$ cat src/rtl/xcvr_ref_clk_fwd_gen.sv
// Forwarded reference-clock generator: builds a glitch-free square wave of programmable
// half-period from the fabric clock. It also produces the pad enable, a sync strobe and a period count.
module xcvr_ref_clk_fwd_gen #(
    parameter int unsigned DIV_W = 8,
    parameter int unsigned CNT_W = 16
) (
    input  logic             clk_i,
    input  logic             rst_ni,
    input  logic             en_i,
    input  logic [DIV_W-1:0] div_half_i,
    output logic             ref_clk_out_o,
    output logic             ref_clk_oe_o,
    output logic             active_o,
    output logic             sync_pulse_o,
    output logic [CNT_W-1:0] period_cnt_o
);

    typedef enum logic [2:0] {
        StIdle,
        StPrep,
        StHi,
        StLo,
        StTail
    } state_e;

    state_e             state_q;
    logic [DIV_W-1:0]   cnt_q;
    logic [DIV_W-1:0]   div_q;
    logic [CNT_W-1:0]   period_cnt_q;
    logic               sync_q;
    logic [DIV_W-1:0]   div_sat;

    // A zero divisor would give a zero-length phase, so it is clamped to one.
    assign div_sat = (div_half_i == '0) ? DIV_W'(1) : div_half_i;

    always_ff @(posedge clk_i or negedge rst_ni) begin
        if (!rst_ni) begin
            state_q      <= StIdle;
            cnt_q        <= '0;
            div_q        <= DIV_W'(1);
            period_cnt_q <= '0;
            sync_q       <= 1'b0;
        end else begin
            sync_q <= 1'b0;
            unique case (state_q)
                StIdle: begin
                    if (en_i) begin
                        state_q      <= StPrep;
                        div_q        <= div_sat;
                        period_cnt_q <= '0;
                    end
                end
                StPrep: begin
                    state_q      <= StHi;
                    cnt_q        <= div_q - 1'b1;
                    period_cnt_q <= period_cnt_q + 1'b1;
                    sync_q       <= 1'b1;
                end
                StHi: begin
                    // EN is deliberately ignored here: a started period always completes.
                    if (cnt_q == '0) begin
                        state_q <= StLo;
                        cnt_q   <= div_q - 1'b1;
                    end else begin
                        cnt_q <= cnt_q - 1'b1;
                    end
                end
                StLo: begin
                    if (cnt_q == '0) begin
                        if (en_i) begin
                            state_q      <= StHi;
                            div_q        <= div_sat;
                            cnt_q        <= div_sat - 1'b1;
                            period_cnt_q <= period_cnt_q + 1'b1;
                            sync_q       <= 1'b1;
                        end else begin
                            state_q <= StTail;
                        end
                    end else begin
                        cnt_q <= cnt_q - 1'b1;
                    end
                end
                StTail: begin
                    state_q <= StIdle;
                end
                default: begin
                    state_q <= StIdle;
                end
            endcase
        end
    end

    // Pad enable brackets the waveform by one low cycle on each side.
    assign ref_clk_out_o = (state_q == StHi);
    assign ref_clk_oe_o  = (state_q != StIdle);
    assign active_o      = (state_q == StHi) || (state_q == StLo);
    assign sync_pulse_o  = sync_q;
    assign period_cnt_o  = period_cnt_q;

endmodule

$ cat config.mk
export PLATFORM = sky130hd
export DESIGN_NAME = xcvr_ref_clk_fwd_gen
export DESIGN_NICKNAME = d
export VERILOG_FILES = /design/src/rtl/xcvr_ref_clk_fwd_gen.sv
export SDC_FILE = /design/constraint.sdc
export NUM_CORES = 1
export LEC_CHECK = 0
export ABC_AREA = 1
export CAP_MARGIN = 20
export CORE_MARGIN = 2
export CORE_UTILIZATION = 60
export CTS_BUF_LIST = sky130_fd_sc_hd__clkbuf_8
export DETAILED_ROUTE_END_ITERATION = 8
export PLACE_DENSITY = 0.85
export SETUP_SLACK_MARGIN = 0.15
export SYNTH_ARGS = -nofsm -noshare
export SYNTH_HDL_FRONTEND = slang
export SYNTH_SLANG_ARGS = --single-unit
$ cat constraint.sdc
create_clock -name clk_i -period 2.5 [get_ports clk_i]
set_input_delay 0.5 -clock clk_i [delete_from_list [all_inputs] [get_ports clk_i]]
set_output_delay 0.5 -clock clk_i [all_outputs]
set_load 0.02 [all_outputs]
* Word level (Yosys, flattened, before mapping)
Index checks and enable logic that the tools add are counted.
Storage, ports and cells: bits in registers 36, latch bits 0, RAM bits 0, bits in read-only memories 0, bits of input ports 11, output and inout bits 20, word-level logic and storage cells 49, memories kept 0
Operators by class: $add $sub $neg 4, multipliers 0, divide/modulo/power cells 0, magnitude comparators 0, eq/ne operators 8, shifts and indexed selects 0, muxes and demuxes 20, bitwise operators 0, reductions and logical operators 12
Operator list (number):
- two-way mux 16 bit | 3
- two-way mux 8 bit | 6
- one-hot mux 16 bit (3 select lines) | 1
- one-hot mux 8 bit (3 select lines) | 1
- subtractor 8 x 1 -> 8 bit (second input constant) | 3
- adder 16 x 1 -> 16 bit (second input constant) | 1
- logical NOT 8 bit | 2
- one-hot mux 8 bit (2 select lines) | 1
- two-way mux 3 bit | 4
- one-hot mux 3 bit (4 select lines) | 1
- nonzero test 3 bit | 3
- equality test 3 x 2 -> 1 bit (second input constant) | 2
- != test 2 bit (second input constant) | 3
- AND reduction 2 bit | 2
- AND reduction 4 bit | 1
- equality test 3 x 1 -> 1 bit (second input constant) | 1
- logical NOT 3 bit | 1
- != test 3 bit (second input constant) | 1
- AND reduction 3 bit | 1
- two-way mux 1 bit | 2
- != test 2 x 1 -> 1 bit (second input constant) | 1
- one-hot mux 1 bit (2 select lines) | 1
- nonzero test 2 bit | 1
- logical OR 1 bit | 1

* Longest topological paths before layout
Gate-level depths: netlist of the first run.
depth in word-level cells 6, gate-level depth with buffers 15, gate-level depth less buffers 15

* Worst setup path after synthesis of the first run
OpenSTA, ideal clock, no wires.
path type input port to flip-flop, from input port div_half_i[3], to register cnt_q[2], library setup time 118 ps, arrival 1860 ps, required time 2382 ps, path slack 522 ps, stages 12, buffers on the path 0, path through inv_1 > nand2_1 > nor2_1 > nand2_1 > nand2_1 > inv_1 > ha_1 > or2_2 > nand3_1 > nand3_1 > a21oi_1 > nor2_1
Between the ends: longest elaborated chain between the ends 6
Ends and longest elaborated chain:
- start: declaration | RTL line 10 | input logic [DIV_W-1:0] div_half_i,
- logical NOT 8 bit | RTL line 34 | assign div_sat = (div_half_i == '0) ? DIV_W'(1) : div_half_i;
- two-way mux 8 bit | RTL line 34
- subtractor 8 x 1 -> 8 bit | RTL line 73 | cnt_q <= div_sat - 1'b1;
- two-way mux 8 bit | RTL line 70 | if (en_i) begin
- two-way mux 8 bit | RTL line 69 | if (cnt_q == '0) begin
- one-hot mux 8 bit (3 select lines) | RTL line 45 | unique case (state_q)
- end signal: assignment | RTL line 55 | cnt_q <= div_q - 1'b1;
- end signal: assignment | RTL line 73
- end signal: assignment | RTL line 80 | cnt_q <= cnt_q - 1'b1;
- end: declaration | RTL line 27 | logic [DIV_W-1:0] cnt_q;
No other way between the ends. The select of a mux whose other input is x is not followed. A chain may end at the register's enable or synchronous reset.

* Worst setup path after layout of the first run
from input port div_half_i[5], to register cnt_q[2]
Same word-level chain as after synthesis.

==> impl_metrics.prom, run 1 <==
# TYPE chip_impl_metric gauge
chip_impl_metric{name="synth_top_area_share",unit="%"} 35.4
chip_impl_metric{name="synthesis.instances",unit=""} 372
chip_impl_info{name="run_status",value="finished clean"} 1
chip_impl_metric{name="initial_core_util",unit="%"} 62.3
chip_impl_metric{name="asyncSetResetFlopFracSynth",unit="%"} 100
chip_impl_metric{name="finalWeightedCongestion",unit=""} 0.898
chip_impl_metric{name="globalRouteTotalUtil",unit="%"} 28.9
chip_impl_info{name="setup_repair_after_global_routing_missed_its_margin",value="no"} 1
chip_impl_metric{name="vdd_drop_max",unit="mV"} 0.387
chip_impl_metric{name="coreArea",unit="um^2"} 3970
chip_impl_metric{name="largest_net_degree_at_the_start_of_global_routing",unit=""} 37
chip_impl_metric{name="syn_area",unit="um^2"} 2470
chip_impl_info{name="endpoint_kind",value="flip-flop"} 1
chip_impl_info{name="crit_path_start_kind",value="primary input"} 1
chip_impl_metric{name="cts_sinks",unit=""} 36
chip_impl_info{name="ys_top_cells_by_count",value="104 x nand2_1, 50 x inv_1, 45 x nor2_1, 35 x dfrtp_1, 35 x nand3_1"} 1
chip_impl_metric{name="synth-simple-area-share",unit="%"} 38.4
chip_impl_metric{name="synth-compound-area-share",unit="%"} 10.3
chip_impl_metric{name="die_width",unit="um"} 68.2
chip_impl_metric{name="cts_post_setup_buffers_inserted",unit=""} 0
chip_impl_metric{name="postCtsHoldBufs",unit=""} 0
chip_impl_metric{name="placed_cells_incl_taps",unit=""} 457
chip_impl_metric{name="drt_first_iter_violations",unit=""} 225
chip_impl_metric{name="global_route_wire_length_before_repair",unit="mm"} 10.1
chip_impl_info{name="clockRootBuffer",value="clkbuf_8"} 1
chip_impl_metric{name="synthToLayoutAreaGrowth",unit="%"} 20.7
chip_impl_metric{name="finalHoldViolCount",unit=""} 0
chip_impl_metric{name="critPathRequiredTime",unit="ns"} 2.69
chip_impl_metric{name="internal_power",unit="mW"} 0.928
chip_impl_info{name="min_path_type",value="primary input to async pin"} 1
chip_impl_metric{name="fraction_of_layout_instances_using_a_drive_strength_above_1",unit="%"} 8.67
chip_impl_metric{name="standard_cell_area_after_detailed_placement",unit="um^2"} 2880
chip_impl_metric{name="clock.fmax",unit="MHz"} 466
chip_impl_metric{name="insertedDiodeCount",unit=""} 0
chip_impl_metric{name="setup_viol_count_final",unit=""} 0
chip_impl_metric{name="syn_nets",unit=""} 387
chip_impl_metric{name="synth-adder-area-share",unit="%"} 2.02
chip_impl_metric{name="synth-warning-count",unit=""} 0
chip_impl_metric{name="clock_latency",unit="ns"} 0.29
chip_impl_metric{name="internal_reg_to_reg_setup_slack",unit="ns"} 0.41
chip_impl_metric{name="drt_pre_antenna_iters",unit=""} 5
chip_impl_metric{name="cts_buffers",unit=""} 5
chip_impl_metric{name="first_global_vias",unit=""} 2266
chip_impl_metric{name="normalized_max_slew_margin",unit="%"} 45.3
chip_impl_metric{name="layout.nets",unit=""} 429
chip_impl_metric{name="multiplexer_share_of_the_synthesized_area",unit="%"} 0
chip_impl_metric{name="rows",unit=""} 23
chip_impl_info{name="cts_tree",value="done"} 1
chip_impl_metric{name="remaining_drc_errors",unit=""} 0
chip_impl_metric{name="synthDistinctLibCells",unit=""} 30
chip_impl_metric{name="p_comb_share",unit="%"} 8.9
chip_impl_metric{name="synth_seq_area_share",unit="%"} 36.5
chip_impl_metric{name="drt_wl_total",unit="mm"} 6.12
chip_impl_info{name="yosys_most_used_dff",value="dfrtp_1"} 1
chip_impl_metric{name="via_per_inst",unit=""} 5.56
chip_impl_metric{name="fin_area",unit="um^2"} 2990
chip_impl_metric{name="syn_avg_cell_area",unit="um^2"} 6.65
chip_impl_metric{name="seq_power_share",unit="%"} 49.4
chip_impl_metric{name="power_leakage",unit="nW"} 1.52
chip_impl_info{name="most_common_cell_in_the_netlist",value="nand2_1"} 1
chip_impl_info{name="setup.worst_path.class",value="primary input to flip-flop"} 1
chip_impl_metric{name="min_period",unit="ns"} 2.15
chip_impl_metric{name="post-dp-hpwl",unit="mm"} 4.50
chip_impl_metric{name="worst_ep_arrival_time",unit="ns"} 2.33
chip_impl_metric{name="boundary_pin_count",unit=""} 31
chip_impl_metric{name="period_share",unit="%"} 85.9
chip_impl_metric{name="path_max_fanout",unit=""} 5
chip_impl_info{name="combinational_family_with_the_most_area_after_synthesis",value="simple AND/OR/NAND/NOR gates"} 1
chip_impl_metric{name="fin_skew",unit="ns"} 0.00445
chip_impl_metric{name="vias_post_dr",unit=""} 2587
chip_impl_metric{name="count_of_flip_flops_with_a_built_in_enable_after_synthesis",unit=""} 0
chip_impl_metric{name="drv_cap",unit=""} 0
chip_impl_metric{name="power.net_switching",unit="mW"} 0.286
chip_impl_metric{name="total_power",unit="mW"} 1.21
chip_impl_info{name="netlist.top_cell.by_area",value="dfrtp_1"} 1
chip_impl_metric{name="synth_seq_cells",unit=""} 36
chip_impl_metric{name="die_h",unit="um"} 68.2
chip_impl_metric{name="cellPowerDensity",unit="nW/um^2"} 407
chip_impl_metric{name="die_area",unit="um^2"} 4650
chip_impl_metric{name="place.port_buffers",unit=""} 30
chip_impl_metric{name="ctsLongestPathBuffers",unit=""} 2
chip_impl_metric{name="grt_antenna_before_repair",unit=""} 0
chip_impl_metric{name="htree_levels",unit=""} 2
chip_impl_metric{name="globalRoute.totalOverflow",unit=""} 0
chip_impl_metric{name="holdWs",unit="ns"} 0.298
chip_impl_metric{name="clock_power_share",unit="%"} 41.7
chip_impl_metric{name="switching_share",unit="%"} 23.6
chip_impl_metric{name="path_clk_slew",unit="ns"} 0.07
chip_impl_metric{name="worst_pin_slew",unit="ns"} 0.821
chip_impl_metric{name="timing_max_transition_violations_final",unit=""} 0
chip_impl_info{name="netlist_top_cells_area",value="dfrtp_1 35%, nand2_1 16%, inv_1 7.6%, nand3_1 7.1%, nor2_1 6.8%"} 1
chip_impl_metric{name="synth_xor_area_share",unit="%"} 3.54
chip_impl_metric{name="drtAntennaViolNets",unit=""} 0
chip_impl_metric{name="wl_per_cell",unit="um"} 13.2
chip_impl_metric{name="final.setup.tns",unit="ns"} 0
chip_impl_metric{name="finalNonFillerCells",unit=""} 465
==> path summary, 6_finish.rpt <==
kind	cells past startpoint	startpoint	end
setup / recovery	13	div_half_i[5]	cnt_q[2]
hold / removal	1	rst_ni	cnt_q[7]
setup reg to reg	13	cnt_q[0]	cnt_q[7]
hold reg to reg	2	div_q[0]	div_q[0]
max in group asynchronous	1	rst_ni	period_cnt_o[5]
min in group clk_i	2	div_q[0]	div_q[0]
==> state kept, by name, summed over array words and instances (netlist names) <==
register      cells
sync_pulse_o      1
state_q           3
cnt_q             8
period_cnt_o     16
div_q             8
==> kinds of logic after synthesis <==
logic type	after synthesis
buffers and inverters	59
flip-flops	36
AO/OA/AOI/OAI	48
AND/OR/NAND/NOR	215
adder cells (fa/ha/maj)	4
XOR/XNOR	10
==> critical path: stages <==
cell,delay [ns]
clkdlybuf4s50_1,0.42
inv_1,0.11
nand2_1,0.06
nor2_1,0.13
nand2_1,0.09
nand2_1,0.09
inv_1,0.07
ha_2,0.22
or2_2,0.27
nand3_1,0.09
nand3_1,0.08
a21oi_1,0.14
nor2_1,0.05
==> through the flow <==
step | setup WS, ns | utilization [%]
6_report | 0.352 | 75.2
5_1_grt | 0.210 | 75.2
4_1_cts | 0.332 | 75.1
3_5_place_dp | 0.0288 | 72.4
3_3_place_gp | 0.111 | 72.4
2_1_floorplan | 0.522 | -
==> power groups by stage <==
stage | registers [mW] | clock network [mW] | logic [mW]
3_3_place_gp | 0.611 | 0 | 0.105
6_report | 0.600 | 0.507 | 0.108
3_5_place_dp | 0.611 | 0 | 0.107
5_1_grt | 0.601 | 0.541 | 0.119
4_1_cts | 0.600 | 0.518 | 0.108
2_1_floorplan | 0.620 | 0 | 0.0359
==> cells in the final DEF, fill, tap and decap left out, types with 2 or more instances in the layout <==
cell and instances:
a21oi_1 14, a31oi_1 2, buf_4 9, clkbuf_8 5, clkdlybuf4s50_1 28, dfrtp_1 35, ha_1 3, inv_1 51
inv_2 5, nand2_1 104, nand2_2 2, nand3_1 35, nand4_1 11, nor2_1 45, nor2_4 4, nor3_1 7
nor3_2 2, o21ai_0 25, o21ai_1 3, xnor2_1 2, xor2_1 8
==> layout make-up <==
| cell class | count | area (um^2) |
|---|---|---|
| Multi-Input combinational cell | 277 | 1350 |
| Timing Repair Buffer | 39 | 362 |
| Inverter | 55 | 206 |
| Clock buffer | 5 | 68.8 |
| Fill cell | 333 | 986 |
| Clock inverter | 3 | 38.8 |
| Sequential cell | 36 | 902 |
| Tap cell | 50 | 62.6 |
==> per-layer routing <==
metal,share of wire [%],global-route usage [%]
met1,44,40.8
met2,45,44.4
met3,9.2,5.92
met4,1.5,9.00
met5,0,0
==> what timing repair did <==
action / 4_1_cts / 5_1_grt
setup endpoints to repair: 1 / 1
resized for setup: 1 / 1
pin swaps: 0 / 0
No activity file was read; power rests on OpenSTA's default activity.
==> inputs of run 2 (changes only) <==
- SLEW_MARGIN: unset -> 30
- clock period: 2.5 -> 2.8 ns (I/O delays scaled with it)
==> run 2 against run 1 <==
Net effect:
- sequential power is 11% lower
- critical path depth is 9 lower
- highest routed layer unchanged
- routed wire length is 1.2% lower
- die area stayed put
- largest cell class unchanged
- cell area is 1.6% lower
- first-iteration DRC count is 1.8% lower
- count of clock-buffer cells in the layout stayed put
- hold slack better by 0.053 ns
- critical endpoint is now ref_clk_out_o
- sequential share of layout area is 0.48 points higher
- global-route usage is 0.070 points higher
- combinational power is 15% lower
==> impl_metrics.prom, run 2 (synthesized netlist as in run 1, its figures left out) <==
# TYPE chip_impl_metric gauge
chip_impl_info{name="top_layer_used",value="met4"} 1
chip_impl_info{name="setup_repair_after_global_routing_missed_its_margin",value="no"} 1
chip_impl_info{name="run_status",value="finished clean"} 1
chip_impl_metric{name="globalRouteTotalUtil",unit="%"} 29.0
chip_impl_metric{name="met3RoutedLength",unit="um"} 435
chip_impl_metric{name="power_leakage",unit="nW"} 1.50
chip_impl_metric{name="worst_ep_arrival_time",unit="ns"} 1.86
chip_impl_metric{name="remaining_drc_errors",unit=""} 0
chip_impl_metric{name="drv_cap",unit=""} 0
chip_impl_info{name="endpoint_kind",value="output port"} 1
chip_impl_info{name="min_path_type",value="primary input to async pin"} 1
chip_impl_metric{name="min_period",unit="ns"} 2.42
chip_impl_info{name="layout.cells.most_common_list",value="104 x nand2_1, 51 x inv_1, 45 x nor2_1"} 1
chip_impl_metric{name="path_clk_slew",unit="ns"} 0.08
chip_impl_metric{name="max_stage_delay",unit="ns"} 0.65
chip_impl_metric{name="final_core_utilization",unit="%"} 74.0
chip_impl_metric{name="coreArea",unit="um^2"} 3970
chip_impl_metric{name="initial_core_util",unit="%"} 62.3
chip_impl_metric{name="place.port_buffers",unit=""} 30
chip_impl_metric{name="normalized_max_slew_margin",unit="%"} 45.8
chip_impl_metric{name="drtAntennaViolNets",unit=""} 0
chip_impl_metric{name="drt_pre_antenna_iters",unit=""} 7
chip_impl_metric{name="boundary_pin_count",unit=""} 31
chip_impl_metric{name="clock_power_share",unit="%"} 42.3
chip_impl_metric{name="die_area",unit="um^2"} 4650
chip_impl_metric{name="standard_cell_area_after_detailed_placement",unit="um^2"} 2830
chip_impl_metric{name="largest_reg_flops",unit=""} 16
chip_impl_metric{name="power.net_switching",unit="mW"} 0.262
chip_impl_metric{name="p_comb_share",unit="%"} 8.4
chip_impl_metric{name="htree_levels",unit=""} 2
chip_impl_metric{name="dpl_worst_slack",unit="ns"} 0.141
chip_impl_metric{name="largest_net_degree_at_the_start_of_global_routing",unit=""} 37
chip_impl_info{name="clockRootBuffer",value="clkbuf_8"} 1
chip_impl_metric{name="ctsLongestPathBuffers",unit=""} 2
chip_impl_metric{name="wl_met1",unit="mm"} 2.83
chip_impl_metric{name="post_cts_resized",unit=""} 0
chip_impl_metric{name="setup_slack",unit="ns"} 0.380
chip_impl_metric{name="final.setup.tns",unit="ns"} 0
chip_impl_metric{name="internal_reg_to_reg_setup_slack",unit="ns"} 0.80
chip_impl_metric{name="fin_skew",unit="ns"} 0.00707
chip_impl_metric{name="vias_post_dr",unit=""} 2521
chip_impl_metric{name="rows",unit=""} 23
chip_impl_metric{name="period_share",unit="%"} 86.4
chip_impl_metric{name="cts_buffers",unit=""} 5
chip_impl_metric{name="postCtsHoldBufs",unit=""} 0
chip_impl_metric{name="finalNonFillerCells",unit=""} 459
chip_impl_metric{name="internal_power",unit="mW"} 0.825
chip_impl_metric{name="die_width",unit="um"} 68.2
chip_impl_metric{name="layout.nets",unit=""} 423
chip_impl_metric{name="global_route_wire_length_before_repair",unit="mm"} 10.0
chip_impl_metric{name="layout.filler_cells",unit=""} 328
chip_impl_metric{name="cts_post_setup_buffers_inserted",unit=""} 0
chip_impl_info{name="cts_tree",value="done"} 1
chip_impl_metric{name="first_global_vias",unit=""} 2261
chip_impl_info{name="final_common_cell",value="nand2_1"} 1
chip_impl_metric{name="holdWs",unit="ns"} 0.351
chip_impl_metric{name="critPathRequiredTime",unit="ns"} 2.24
chip_impl_metric{name="grt_antenna_before_repair",unit=""} 0
chip_impl_metric{name="drt_first_iter_violations",unit=""} 221
chip_impl_metric{name="critPathBufInv",unit=""} 2
chip_impl_metric{name="placed_cells_incl_taps",unit=""} 451
chip_impl_metric{name="fin_area",unit="um^2"} 2940
chip_impl_info{name="crit_path_cell_trace",value="inv_1 > nand2_1 > nor2_1 > clkdlybuf4s50_1"} 1
chip_impl_metric{name="finalWeightedCongestion",unit=""} 0.922
chip_impl_info{name="cp_top_family",value="buffers and inverters"} 1
chip_impl_metric{name="path_max_fanout",unit=""} 7
chip_impl_metric{name="die_h",unit="um"} 68.2
chip_impl_info{name="setup.worst_path.class",value="flip-flop to output port"} 1
chip_impl_metric{name="setup_viol_count_final",unit=""} 0
chip_impl_metric{name="timing_max_transition_violations_final",unit=""} 0
chip_impl_metric{name="seq_power_share",unit="%"} 49.3
chip_impl_metric{name="worst_pin_slew",unit="ns"} 0.813
chip_impl_metric{name="cts_sinks",unit=""} 36
chip_impl_metric{name="insertedDiodeCount",unit=""} 0
chip_impl_metric{name="total_power",unit="mW"} 1.09
chip_impl_metric{name="switching_share",unit="%"} 24.1
chip_impl_metric{name="finalHoldViolCount",unit=""} 0
chip_impl_metric{name="globalRoute.totalOverflow",unit=""} 0
chip_impl_metric{name="vdd_drop_max",unit="mV"} 0.284
chip_impl_metric{name="cellPowerDensity",unit="nW/um^2"} 370
chip_impl_metric{name="clock_latency",unit="ns"} 0.30
chip_impl_info{name="critPathSlowestCell",value="clkdlybuf4s50_1"} 1
chip_impl_metric{name="drt_wl_total",unit="mm"} 6.04
chip_impl_info{name="crit_path_start_kind",value="flip-flop"} 1
chip_impl_metric{name="wl_per_cell",unit="um"} 13.2
chip_impl_metric{name="post-dp-hpwl",unit="mm"} 4.46
chip_impl_metric{name="synthToLayoutAreaGrowth",unit="%"} 18.8
chip_impl_metric{name="fraction_of_layout_instances_using_a_drive_strength_above_1",unit="%"} 7.09
chip_impl_metric{name="clock.fmax",unit="MHz"} 413
chip_impl_metric{name="met2RoutedLength",unit="mm"} 2.70
chip_impl_metric{name="via_per_inst",unit=""} 5.49
[run 2: final timing paths]
check,from,to,cells past startpoint
worst max-delay path,state_q[2],ref_clk_out_o,4
worst min-delay path,rst_ni,div_q[3],1
worst max register to register,cnt_q[0],cnt_q[4],11
worst min register to register,div_q[0],div_q[0],2
max in group asynchronous,rst_ni,period_cnt_o[15],1
min in group clk_i,div_q[0],div_q[0],2
[run 2: layout make-up]
class	count	area [um^2]	area share, %
inverter	55	206	7.02
clock buffer	5	68.8	2.34
clock inverter	3	38.8	1.32
tap	50	62.6	2.13
timing repair buffer	33	318	10.8
multi-input combinational	277	1340	45.7
sequential	36	902	30.7
[run 2: worst reg2reg max path: stages, from the launching register on]
cell and delay [ns]:
dfrtp_1 0.40, inv_1 0.12, ha_1 0.22, nand2_1 0.13
nor2_4 0.15, buf_4 0.21, nand2_1 0.09, nand2_2 0.19
inv_2 0.12, o21ai_0 0.10, nor2_1 0.07, a21oi_1 0.13
[run 2: power groups by stage]
| stage | registers [mW] | clock network (mW) | logic (mW) |
|---|---|---|---|
| final | 0.536 | 0.460 | 0.0916 |
| after global routing | 0.536 | 0.488 | 0.103 |
| after CTS | 0.535 | 0.466 | 0.0922 |
| after detailed placement | 0.546 | 0 | 0.0918 |
| after global placement | 0.545 | 0 | 0.0900 |
| after floorplan | 0.554 | 0 | 0.0321 |
[run 2: layer usage]
layer  global-route usage (%)  vias to the layer above
li1                         -                     1263
met1                     40.1                     1152
met2                     44.9                       97
met3                     7.40                        9
met4                     7.75                        0
met5                        0                        -
